--- config.mk ---
export PLATFORM = sky130hd
export DESIGN_NAME = identity_load_ctrl
export DESIGN_NICKNAME = d
export VERILOG_FILES = /design/src/rtl/identity_load_ctrl.sv
export SDC_FILE = /design/constraint.sdc
export NUM_CORES = 1
export LEC_CHECK = 0
export BUFFER_PORTS_ARGS = -buffer_cell sky130_fd_sc_hd__buf_4
export CAP_MARGIN = 20
export CORE_MARGIN = 10
export CORE_UTILIZATION = 45
export CTS_CLUSTER_DIAMETER = 80
export DETAILED_ROUTE_END_ITERATION = 8
export GPL_ROUTABILITY_DRIVEN = 1
export PLACE_DENSITY = 0.79
export SLEW_MARGIN = 20
export SYNTH_ARGS = -nofsm -noshare
export SYNTH_HDL_FRONTEND = slang
export SYNTH_SLANG_ARGS = --single-unit
--- constraint.sdc ---
create_clock -name clk -period 3.2 [get_ports clk]
set_input_delay 0.8 -clock clk [delete_from_list [all_inputs] [get_ports clk]]
set_output_delay 0.8 -clock clk [all_outputs]
set_load 0.02 [all_outputs]
--- src/rtl/identity_load_ctrl.sv ---
// Handshaked loader that streams an N x N identity or zero matrix
// into V-matrix storage, one element per accepted beat, row-major.
module identity_load_ctrl #(
  parameter int N      = 4,
  parameter int DATA_W = 32,
  parameter int ADDR_W = 4,
  parameter logic [DATA_W-1:0] ONE_VAL  = {{(DATA_W-1){1'b0}}, 1'b1},
  parameter logic [DATA_W-1:0] ZERO_VAL = '0
) (
  input  logic              clk,
  input  logic              rst,
  input  logic              start,
  input  logic              mode,
  input  logic              abort,
  output logic              wr_valid,
  input  logic              wr_ready,
  output logic [ADDR_W-1:0] wr_addr,
  output logic [DATA_W-1:0] wr_data,
  output logic              busy,
  output logic              done
);

  localparam int RW = (N > 1) ? $clog2(N) : 1;
  localparam logic [RW-1:0] LAST = RW'(N - 1);

  typedef enum logic [1:0] {
    S_IDLE,
    S_LOAD,
    S_DONE
  } state_t;

  state_t state_q, state_d;

  logic [RW-1:0]     row_q, row_d;
  logic [RW-1:0]     col_q, col_d;
  logic              mode_q, mode_d;
  logic              valid_d, busy_d, done_d;
  logic [ADDR_W-1:0] addr_d;
  logic [DATA_W-1:0] data_d;
  logic              last;

  assign last = (row_q == LAST) && (col_q == LAST);

  function automatic logic [ADDR_W-1:0] elem_addr(
    input logic [RW-1:0] r,
    input logic [RW-1:0] c
  );
    return ADDR_W'(r) * ADDR_W'(N) + ADDR_W'(c);
  endfunction

  function automatic logic [DATA_W-1:0] elem_data(
    input logic          m,
    input logic [RW-1:0] r,
    input logic [RW-1:0] c
  );
    return (!m && r == c) ? ONE_VAL : ZERO_VAL;
  endfunction

  always_ff @(posedge clk or posedge rst) begin
    if (rst) begin
      state_q  <= S_IDLE;
      row_q    <= '0;
      col_q    <= '0;
      mode_q   <= 1'b0;
      wr_valid <= 1'b0;
      wr_addr  <= '0;
      wr_data  <= ZERO_VAL;
      busy     <= 1'b0;
      done     <= 1'b0;
    end else begin
      state_q  <= state_d;
      row_q    <= row_d;
      col_q    <= col_d;
      mode_q   <= mode_d;
      wr_valid <= valid_d;
      wr_addr  <= addr_d;
      wr_data  <= data_d;
      busy     <= busy_d;
      done     <= done_d;
    end
  end

  always_comb begin
    state_d = state_q;
    unique case (state_q)
      S_IDLE: if (start) state_d = S_LOAD;
      S_LOAD: begin
        if (abort)                state_d = S_IDLE;
        else if (wr_ready && last) state_d = S_DONE;
      end
      S_DONE: state_d = S_IDLE;
      default: state_d = S_IDLE;
    endcase
  end

  // Next registered outputs; a beat advance presents the next element
  // at the same edge so back-to-back beats need no bubble.
  always_comb begin
    row_d   = row_q;
    col_d   = col_q;
    mode_d  = mode_q;
    valid_d = wr_valid;
    addr_d  = wr_addr;
    data_d  = wr_data;
    busy_d  = busy;
    done_d  = 1'b0;
    unique case (state_q)
      S_IDLE: begin
        valid_d = 1'b0;
        busy_d  = 1'b0;
        if (start) begin
          mode_d  = mode;
          row_d   = '0;
          col_d   = '0;
          valid_d = 1'b1;
          busy_d  = 1'b1;
          addr_d  = '0;
          data_d  = elem_data(mode, '0, '0);
        end
      end
      S_LOAD: begin
        if (abort) begin
          row_d   = '0;
          col_d   = '0;
          valid_d = 1'b0;
          busy_d  = 1'b0;
          addr_d  = '0;
          data_d  = ZERO_VAL;
        end else if (wr_ready) begin
          if (last) begin
            row_d   = '0;
            col_d   = '0;
            valid_d = 1'b0;
            addr_d  = '0;
            data_d  = ZERO_VAL;
            done_d  = 1'b1;
          end else begin
            if (col_q == LAST) begin
              col_d = '0;
              row_d = row_q + 1'b1;
            end else begin
              col_d = col_q + 1'b1;
            end
            addr_d = elem_addr(row_d, col_d);
            data_d = elem_data(mode_q, row_d, col_d);
          end
        end
      end
      S_DONE: begin
        valid_d = 1'b0;
        busy_d  = 1'b0;
      end
      default: begin
        valid_d = 1'b0;
        busy_d  = 1'b0;
      end
    endcase
  end

endmodule
After elaboration in Yosys (flattened, before gate mapping)
Cells that the tools add are included.
- flip-flop bits (word level): 46
- output and inout bits: 39
- word-level logic and storage cells: 77
- $add $sub $neg: 3
- equality and inequality tests: 9
- multiplexer cells: 46
- reduce and logical (&&, ||, !) cells: 10
- operators with widths (operator ; number):
    32-bit 2-to-1 mux ; 3
    32-bit one-hot mux with 2 select lines ; 1
    2-bit 2-to-1 mux ; 20
    4-bit 2-to-1 mux ; 4
    1-bit 2-to-1 mux ; 12
    2-bit one-hot mux with 2 select lines ; 3
    3-bit != test, second input constant ; 3
    4-bit one-hot mux with 2 select lines ; 1
    2-bit AND reduction ; 3
    2-bit by 1-bit adder with 2-bit output, second input constant ; 2
    4-bit by 2-bit adder with 4-bit output ; 1
    2-bit == test, second input constant ; 2
    2-bit != test, second input constant ; 2
    1-bit one-hot mux with 2 select lines ; 2
    1-bit logical AND ; 3
    3-bit AND reduction ; 1
    2-bit by 1-bit == test with 1-bit output, second input constant ; 1
    2-bit == test ; 1
    2-bit logical NOT ; 1
    2-bit nonzero test ; 1
    1-bit logical NOT ; 1

Logic depth before layout (Yosys ltp)
Gate-level depths: netlist of run 1.
- depth in word-level cells: 13
- mapped depth: 5
- depth with buffers taken out: 5

Worst setup path after synthesis of run 1
Ideal clock, no wire load.
- kind: input port to flip-flop
- from: in abort
- to: reg wr_data[0]
- arrival: 1810 ps
- setup slack: 1324 ps
- stages on the path: 4
- buffers on the path: 0
- path through: or3b_4 -> a21o_1 -> o41ai_1 -> o21a_1
- cells in the longest elaborated chain, start to end: 2
- elaborated cells between the ends (all ways): 4
- classes of those cells: eq/ne: 1; mux: 2; reduce/logical: 1
- ends and longest elaborated chain (what ; line ; text):
    start: declaration ; 14 ; input logic abort,
    3-bit != test (no line) / 32-bit 2-to-1 mux (equally long branches) ; n/a ;
    3-bit AND reduction (no line) / 32-bit one-hot mux with 2 select lines (equally long branches) ; n/a ;
    end signal: assignment ; 77 ; wr_data <= data_d;
    end: declaration ; 18 ; output logic [DATA_W-1:0] wr_data,
Several ways; a longest one is shown, not always the timed one.
A chain may end at the register's enable or synchronous reset.

Worst setup path after layout of run 1
Ends and elaborated chain as after synthesis.

==> results of run 1 <==
routing by layer:
layer | vias to the layer above | share of wire (%) | global-route usage (%)
li1 | 257 | - | -
met3 | 0 | 11 | 4.47
met4 | 0 | 0 | 1.91
met5 | - | 0 | 0
met2 | 24 | 50 | 12.0
met1 | 244 | 39 | 7.39
stage by stage:
step / setup WS (ns) / util, % / area, um^2
6_report: 1.42 / 48.3 / 816
5_1_grt: 1.39 / 48.3 / 816
4_1_cts: 1.43 / 48.3 / 816
3_5_place_dp: 1.14 / 46.7 / 790
3_3_place_gp: 1.18 / 46.7 / 790
2_1_floorplan: 1.32 / - / 903
state kept, by name, indices dropped and copies added, names as in the netlist:
signal and flops:
state_q 2, busy 1, wr_data 1, wr_addr 2, done 1, col_q 1
wr_valid 1, mode_q 1, row_q 1
cell usage in the layout, fill, tap and decap left out:
cell | netlist | final
a21oi_1 | 6 | 6
o41ai_1 | 1 | 1
buf_4 | 31 | 13
nand4_1 | 2 | 2
clkbuf_4 | 0 | 3
nor2b_1 | 1 | 1
inv_1 | 4 | 4
nand3_1 | 3 | 3
nor3_1 | 1 | 1
conb_1 | 1 | 31
or3b_4 | 1 | 1
nor2_1 | 4 | 4
o21a_1 | 2 | 2
a21o_1 | 1 | 1
nand2_1 | 2 | 2
nand3b_1 | 1 | 1
mux2_2 | 2 | 2
clkbuf_1 | 0 | 1
xnor2_1 | 3 | 3
ha_1 | 3 | 3
dfrtp_1 | 11 | 11
mux2i_1 | 1 | 1
nand2b_1 | 1 | 1
o21ai_0 | 4 | 4
worst register-to-register path, cell delays in order, from the launching register on:
cell	delay, ns
dfrtp_1	0.41
nand2b_1	0.22
a21oi_1	0.51
mux2_2	0.39
final cells by class:
type | instances | area, um^2 | share of cell area, %
well taps | 17 | 21.3 | 2.61
flip-flops and latches | 11 | 275 | 33.7
multi-input cells | 70 | 380 | 46.6
inverters | 4 | 15.0 | 1.84
clock buffers | 4 | 26.3 | 3.22
repair buffers | 13 | 97.6 | 12.0
how the worst max path moves through the flow:
stage / startpoint / endpoint / slack, ns
floorplan: abort / wr_data[0] / 1.32
global placement: abort / wr_data[0] / 1.18
detailed placement: abort / wr_data[0] / 1.14
CTS: abort / wr_data[0] / 1.43
global route: abort / wr_data[0] / 1.39
finish: abort / wr_data[0] / 1.42
power by group through the flow:
| stage | Combinational [W] | Sequential [W] | Clock (W) |
|---|---|---|---|
| after floorplan | 0.000110 | 0.000182 | 0 |
| after global placement | 0.000126 | 0.000171 | 0 |
| after detailed placement | 0.000128 | 0.000171 | 0 |
| after CTS | 0.000128 | 0.000169 | 0.000100 |
| after global routing | 0.000140 | 0.000171 | 0.000105 |
| final | 0.000129 | 0.000168 | 0.0000960 |
kinds of logic (layout without fill, tap and decap cells):
| kind of cell | after synthesis | count (layout) | share of synthesized area (%) |
|---|---|---|---|
| AO/OA/AOI/OAI | 14 | 14 | 10.3 |
| other | 1 | 31 | 0.474 |
| adder cells (fa/ha/maj) | 3 | 3 | 4.75 |
| XOR/XNOR | 3 | 3 | 3.32 |
| multiplexers | 3 | 3 | 4.11 |
| buffers and inverters | 35 | 21 | 31.3 |
| flip-flops | 11 | 11 | 34.8 |
| AND/OR/NAND/NOR | 16 | 16 | 10.9 |
==> flow_summary.json, run 1 <==
{
  "ys_top_cells_by_count": "buf_4 (31), dfrtp_1 (11), a21oi_1 (6)",
  "drt_iter0_drc": 11,
  "post-route-period-util_pct": 55.6,
  "power_w": 0.000393,
  "p_int_w": 0.000249,
  "whs_ns": 0.510,
  "htreeDepth": 1,
  "synth-async-reset-ratio_pct": 100,
  "yosys_warnings": 0,
  "netlist.area_leader.share_pct": 34.8,
  "dp_hpwl_um": 1300,
  "gp_congestion": 0.840,
  "ys_ff_latch": 11,
  "path_cells": "buf_4 > or3b_4 > a21o_1 > o41ai_1 > o21a_1",
  "finalSetupViolCount": 0,
  "p_sw_share_pct": 36.6,
  "cts_buffers": 3,
  "p_seq_share_pct": 42.7,
  "grt_pass1_vias": 472,
  "finalSetupTns_ns": 0,
  "final_cells": 119,
  "fmax_mhz": 562,
  "hold_violations": 0,
  "clock_latency_ns": 0.27,
  "synth_area_leaders": "dfrtp_1 (35%), buf_4 (29%), ha_1 (4.7%), a21oi_1 (3.8%), xnor2_1 (3.3%)",
  "synth_area_um2": 791,
  "yosysMostFrequentCell": "buf_4",
  "die_area_um2": 3830,
  "postCtsSetupBuffers": 0,
  "reg2regPathDepth": 3,
  "drt_first_pass_iters": 4,
  "syn_inst": 86,
  "cts_tree": "done",
  "antenna_found_initial": 0,
  "rrSetupSlack_ns": 1.56,
  "nets": 112,
  "cp-start-kind": "input pin",
  "clock_skew_ns": 0.00469,
  "worstSetupPathDepth": 5,
  "fp.dieW_um": 61.9,
  "clockPowerShare_pct": 24.4,
  "drv_cap": 0,
  "drive_gt1_share_pct": 18.6,
  "worstReg2RegStart": "state_q[0]",
  "clock-sinks": 11,
  "cp.required_ns": 3.41,
  "syn_avg_cell_area_um2": 9.19,
  "fillCellCount": 176,
  "final_antenna_net_count": 0,
  "maxSlewViolCount": 0,
  "synth_seq_area_share_pct": 34.8,
  "min_period_ns": 1.78,
  "rsz0062_at_grt": "false",
  "diodes": 0,
  "vias_per_cell": 4.41,
  "crit_type": "in -> reg",
  "tightest_slew_ns": 0.560,
  "cts-root-buf": "clkbuf_4",
  "cp_top_family": "compound AO/OA/AOI/OAI gates",
  "num_vias": 525,
  "core-area_um2": 1690,
  "slowest_stage": "or3b_4",
  "drt-total-wl_um": 1480,
  "hold_path.class": "in -> async",
  "slowest_delay_ns": 0.39,
  "io-pin-count": 45,
  "cts_hold_buf": 0,
  "combPwrFrac_pct": 32.8,
  "clockBufferDepth": 2,
  "initial_core_util_pct": 46.8,
  "crit_fanout": 5,
  "powerDensity_nw_per_um2": 481,
  "synth_cell_types": 22,
  "peakVddDrop_v": 0.000249,
  "p_leak_nw": 0.431,
  "p_sw_w": 0.000144,
  "ys.flop_type": "dfrtp_1",
  "drc": 0,
  "crit_buf_inv": 1,
  "r2r-end": "wr_addr[0]",
  "routedWlPerCell_um": 12.4,
  "grt_start_max_net_pins": 12,
  "fp.dieH_um": 61.9,
  "grt-ovfl-total": 0,
  "arrival_ns": 1.99,
  "syn_to_final_growth_pct": 3.16,
  "grt_first_pass_wirelength_um": 2040,
  "port_buffers": 13,
  "rows": 15,
  "dp.cells": 115,
  "synth_top_area_cell": "dfrtp_1",
  "cp-end-kind": "flip-flop",
  "grtUsageTotal_pct": 7.19,
  "outcome": "finished, final reports clean",
  "cts_resized": 0,
  "clk_pin_slew_ns": 0.07,
  "relSlewSlack_pct": 62.6,
  "synth-edff-count": 0
}
Note: power is estimated with default switching activity, not from simulation.
==> inputs of run 2 (changes only) <==
CORE_UTILIZATION = 43   (was 45)
PLACE_DENSITY = 0.75   (was 0.79)
clock period = 1.8 ns   (was 3.2 ns; I/O delays follow)
==> flow_summary.json, run 2 (synthesis results as in run 1) <==
{
  "outcome": "finished, final reports clean",
  "crit_buf_inv": 0,
  "seq_area_um2": 275,
  "drt-total-wl_um": 1520,
  "arrival_ns": 1.83,
  "pre_cts_slack_ns": 0.0757,
  "multi_input_area_um2": 383,
  "grtUsageTotal_pct": 7.56,
  "drt_iter0_drc": 5,
  "rrSetupSlack_ns": 0.18,
  "crit_fanout": 7,
  "tightest_slew_ns": 0.516,
  "grt_start_max_net_pins": 12,
  "r2r-end": "wr_data[0]",
  "cts-root-buf": "clkbuf_4",
  "rows": 15,
  "relSlewSlack_pct": 65.6,
  "post-route-period-util_pct": 90.0,
  "gp_congestion": 0.772,
  "final_antenna_net_count": 0,
  "reg2regPathDepth": 4,
  "cp.required_ns": 2.01,
  "io-pin-count": 45,
  "nets": 112,
  "p_leak_nw": 0.429,
  "drive_gt1_share_pct": 19.6,
  "maxSlewViolCount": 0,
  "setup_slack_ns": 0.180,
  "cp-start-kind": "flip-flop",
  "finalSetupTns_ns": 0,
  "drc": 0,
  "cp-end-kind": "flip-flop",
  "num_vias": 518,
  "clk_pin_slew_ns": 0.07,
  "clock_latency_ns": 0.27,
  "hold_violations": 0,
  "final_common_cell": "conb_1",
  "worstReg2RegStart": "state_q[1]",
  "vias_per_cell": 4.08,
  "fp.dieW_um": 62.9,
  "dp_hpwl_um": 1300,
  "powerDensity_nw_per_um2": 842,
  "slowest_stage": "or3b_4",
  "diodes": 0,
  "grt_pass1_vias": 546,
  "initial_core_util_pct": 45.8,
  "fp.dieH_um": 62.9,
  "whs_ns": 0.160,
  "cts_buffers": 3,
  "cts_tree": "done",
  "final_cell_mix": "conb_1 (31), buf_4 (13), dfrtp_1 (11), a21oi_1 (6)",
  "port_buffers": 13,
  "clock-sinks": 11,
  "clockBufferDepth": 2,
  "path_cells": "or3b_4 > a21o_1 > o41ai_1 > o21a_1",
  "min_period_ns": 1.62,
  "crit_type": "reg -> reg",
  "drt_first_pass_iters": 4,
  "routedWlPerCell_um": 11.9,
  "rsz0062_at_grt": "false",
  "syn_to_final_growth_pct": 4.75,
  "grt_first_pass_wirelength_um": 2500,
  "die_area_um2": 3950,
  "fmax_mhz": 617,
  "finalSetupViolCount": 0,
  "post-route-util_pct": 48.0,
  "reg.largest.list": "state_q (2), wr_addr (2)",
  "crit_start": "state_q[1]",
  "core-area_um2": 1730,
  "drv_cap": 0,
  "clock_skew_ns": 0.00598,
  "grt-ovfl-total": 0,
  "peakVddDrop_v": 0.000511,
  "antenna_found_initial": 0,
  "hold_path.class": "in -> async",
  "htreeDepth": 1,
  "slowest_delay_ns": 0.45,
  "fillCellCount": 181,
  "cp_top_family": "compound AO/OA/AOI/OAI gates"
}
[run 2: cell count changes in the layout (fill, tap and decap cells not counted)]
cell  previous run  this run
ha_2             0         1
ha_1             3         2
[run 2: worst max-delay path by stage]
stage                  to  slack (ns)  depth (start not counted)
6_report       wr_data[0]        0.18                          4
5_1_grt        wr_data[0]      0.0008                          5
4_1_cts        wr_data[0]        0.16                          5
3_5_place_dp   wr_data[0]        0.08                          5
3_3_place_gp   wr_data[0]        0.13                          5
2_1_floorplan  wr_data[0]        0.21                          5
[run 2: power breakdown]
part	switching, W	total (W)	internal [W]
registers	0.0000250	0.000300	0.000275
clock network	0.0000806	0.000166	0.0000859
logic	0.000148	0.000231	0.0000828
total	0.000253	0.000697	0.000444
[run 2: area by class of cell]
type | instances | share of cell area, %
repair buffers | 13 | 11.8
inverters | 4 | 1.81
flip-flops and latches | 11 | 33.2
well taps | 25 | 3.78
clock buffers | 4 | 3.17
multi-input cells | 70 | 46.2
[run 2: per-layer routing]
layer  wire length [um]  share of wire [%]  vias up  GRT usage (%)
met5                  0                  0        -              0
met4                 10               0.66        0           3.35
met3                158                 10        3           4.84
met2                733                 48       29           11.9
met1                615                 41      230           7.69
li1                   -                  -      256              -
[run 2: what timing repair did]
item	in CTS	in global routing
setup buffers	0	0
endpoints found under the setup margin	0	1
hold buffers	0	0
resized for setup	0	1
[run 2: through the flow]
stage	power, W	instance area (um^2)	cells
after detailed placement	0.000532	800	123
after floorplan	0.000520	903	116
after global placement	0.000529	800	123
final	0.000697	828	127
after CTS	0.000701	826	127
after global routing	0.000736	828	127
[run 2: worst reg2reg max path: stages, from the launching register on]
cell and delay, ns:
dfrtp_1 0.44, or3b_4 0.45, a21o_1 0.18, o41ai_1 0.34, o21a_1 0.16
==> inputs of run 3 (changes only) <==
ABC_AREA = 1   (was unset)
CORE_UTILIZATION = 44   (was 43)
GPL_TIMING_DRIVEN = 0   (was unset)
==> flow_summary.json, run 3 <==
{
  "grt_start_max_net_pins": 12,
  "setup.worst_path.end": "wr_data[0]",
  "cts_hold_buf": 0,
  "r2r-end": "wr_data[0]",
  "crit_buf_inv": 1,
  "maxSlewViolCount": 0,
  "die_area_um2": 4160,
  "crit_start": "row_q[0]",
  "drv_cap": 0,
  "drc": 0,
  "cp.required_ns": 2.00,
  "post-route-period-util_pct": 74.1,
  "p_leak_nw": 0.703,
  "final_common_cell": "buf_4",
  "outcome": "finished, final reports clean",
  "port_buffers": 13,
  "ys_top_cells_by_count": "buf_4 (31), nand2_1 (19), inv_1 (13)",
  "synth_seq_area_share_pct": 31.6,
  "postCtsSetupBuffers": 0,
  "cts_buffers": 3,
  "vias_per_cell": 3.72,
  "slowest_delay_ns": 0.42,
  "setup_slack_ns": 0.466,
  "grt_pass1_vias": 664,
  "yosysMostFrequentCell": "buf_4",
  "yosys_warnings": 0,
  "clock-sinks": 11,
  "powerDensity_nw_per_um2": 807,
  "syn_inst": 110,
  "cts-root-buf": "clkbuf_4",
  "synth_area_um2": 872,
  "cp_top_family": "flip-flops",
  "clk_pin_slew_ns": 0.07,
  "rows": 16,
  "crit_fanout": 4,
  "antenna_found_initial": 0,
  "worstSetupPathDepth": 8,
  "final_cell_mix": "buf_4 (44), conb_1 (31), nand2_1 (19), inv_1 (13), dfrtp_1 (11)",
  "finalSetupViolCount": 0,
  "cts_tree": "done",
  "grt_first_pass_wirelength_um": 2990,
  "nets": 167,
  "syn_avg_cell_area_um2": 7.93,
  "clock_skew_ns": 0.000895,
  "core-area_um2": 1920,
  "grt-ovfl-total": 0,
  "crit_type": "reg -> reg",
  "gp_congestion": 0.806,
  "syn_to_final_growth_pct": 31.0,
  "peakVddDrop_v": 0.000443,
  "reg.largest.list": "state_q (2), wr_addr (2)",
  "rsz0062_at_grt": "false",
  "clock_latency_ns": 0.26,
  "cp_common_cell": "nand2_1",
  "worstReg2RegStart": "row_q[0]",
  "initial_core_util_pct": 45.4,
  "dp_hpwl_um": 1570,
  "fp.dieW_um": 64.5,
  "synth-edff-count": 0,
  "rrSetupSlack_ns": 0.47,
  "cts_resized": 0,
  "drt_iter0_drc": 10,
  "cp-end-kind": "flip-flop",
  "drt_first_pass_iters": 4,
  "fp.dieH_um": 64.5,
  "arrival_ns": 1.53,
  "drt-total-wl_um": 1770,
  "clockBufferDepth": 2,
  "slowest_stage": "dfrtp_1",
  "grtUsageTotal_pct": 9.01,
  "synth_area_leaders": "dfrtp_1 (32%), buf_4 (27%), nand2_1 (8.2%), inv_1 (5.6%), ha_1 (4.3%)",
  "htreeDepth": 1,
  "path_cells": "ha_1 > inv_1 > nand2_1 > nand3_1 > nand2_1 > nor2_1 > nand2_1 > a21oi_2",
  "reg2regPathDepth": 8,
  "finalSetupTns_ns": 0,
  "fmax_mhz": 750,
  "diodes": 0,
  "hold_path.class": "in -> async",
  "netlist.area_leader.share_pct": 31.6,
  "synth-async-reset-ratio_pct": 100,
  "cp-start-kind": "flip-flop",
  "hold_violations": 0,
  "routedWlPerCell_um": 9.62,
  "io-pin-count": 45,
  "num_vias": 684,
  "min_period_ns": 1.33,
  "ys.flop_type": "dfrtp_1",
  "ys_ff_latch": 11,
  "synth_cell_types": 21,
  "synth_top_area_cell": "dfrtp_1",
  "pre_cts_slack_ns": 0.480,
  "final_antenna_net_count": 0,
  "drive_gt1_share_pct": 37.6
}
[run 3: worst min-delay path by stage]
stage	from	endpoint	slack, ns	cells past startpoint
3_5_place_dp	rst	mode_q	0.47	2
4_1_cts	rst	row_q[0]	0.18	2
6_report	rst	row_q[0]	0.17	2
2_1_floorplan	rst	busy	0.30	1
3_3_place_gp	rst	mode_q	0.46	2
5_1_grt	rst	row_q[0]	0.20	2
[run 3: per-stage QoR]
stage	hold WS [ns]	std cells	util, %	power [W]	cell area (um^2)
global placement	0.459	180	58.1	0.000753	1120
detailed placement	0.467	180	58.1	0.000759	1120
global route	0.200	184	59.4	0.00100	1140
CTS	0.176	184	59.4	0.000930	1140
finish	0.166	184	59.4	0.000922	1140
floorplan	0.302	140	-	0.000661	985
[run 3: cells by family (layout without fill, tap and decap cells)]
group / after synthesis / in the layout / share of synthesized area, %
AND/OR/NAND/NOR: 41 / 41 / 23.2
AO/OA/AOI/OAI: 8 / 8 / 7.03
other: 1 / 31 / 0.430
adder cells (fa/ha/maj): 3 / 3 / 4.30
buffers and inverters: 46 / 63 / 33.4
flip-flops: 11 / 11 / 31.6
[run 3: cell type report]
type	count	area, um^2
Tap cell	27	33.8
Sequential cell	11	275
Clock buffer	4	26.3
Inverter	15	58.8
Fill cell	168	779
Buffer	31	233
Timing Repair Buffer	13	97.6
Multi-Input combinational cell	83	418
[run 3: power by group]
group	internal, W	switching (W)	total, W	leakage, nW
sequential	0.000290	0.0000311	0.000321	0.144
clock	0.0000858	0.0000803	0.000166	0.0150
combinational	0.000171	0.000263	0.000434	0.543
[run 3: routing by layer]
layer  vias to the layer above  wire, um  global-route usage (%)  share of wire [%]
li1                        368         -                       -                  -
met1                       288       630                    8.19                 36
met2                        24       908                    15.3                 51
met3                         4       173                    4.64                9.8
met4                         0        57                    6.42                3.2
met5                         -         0                       0                  0
[run 3: worst register-to-register path: cells and delay by family (launching register included)]
kind	cells	cell delay, ns
flops	1	0.42
simple gates	5	0.35
fa+ha+maj	1	0.33
compound gates	1	0.10
buf+inv	1	0.07
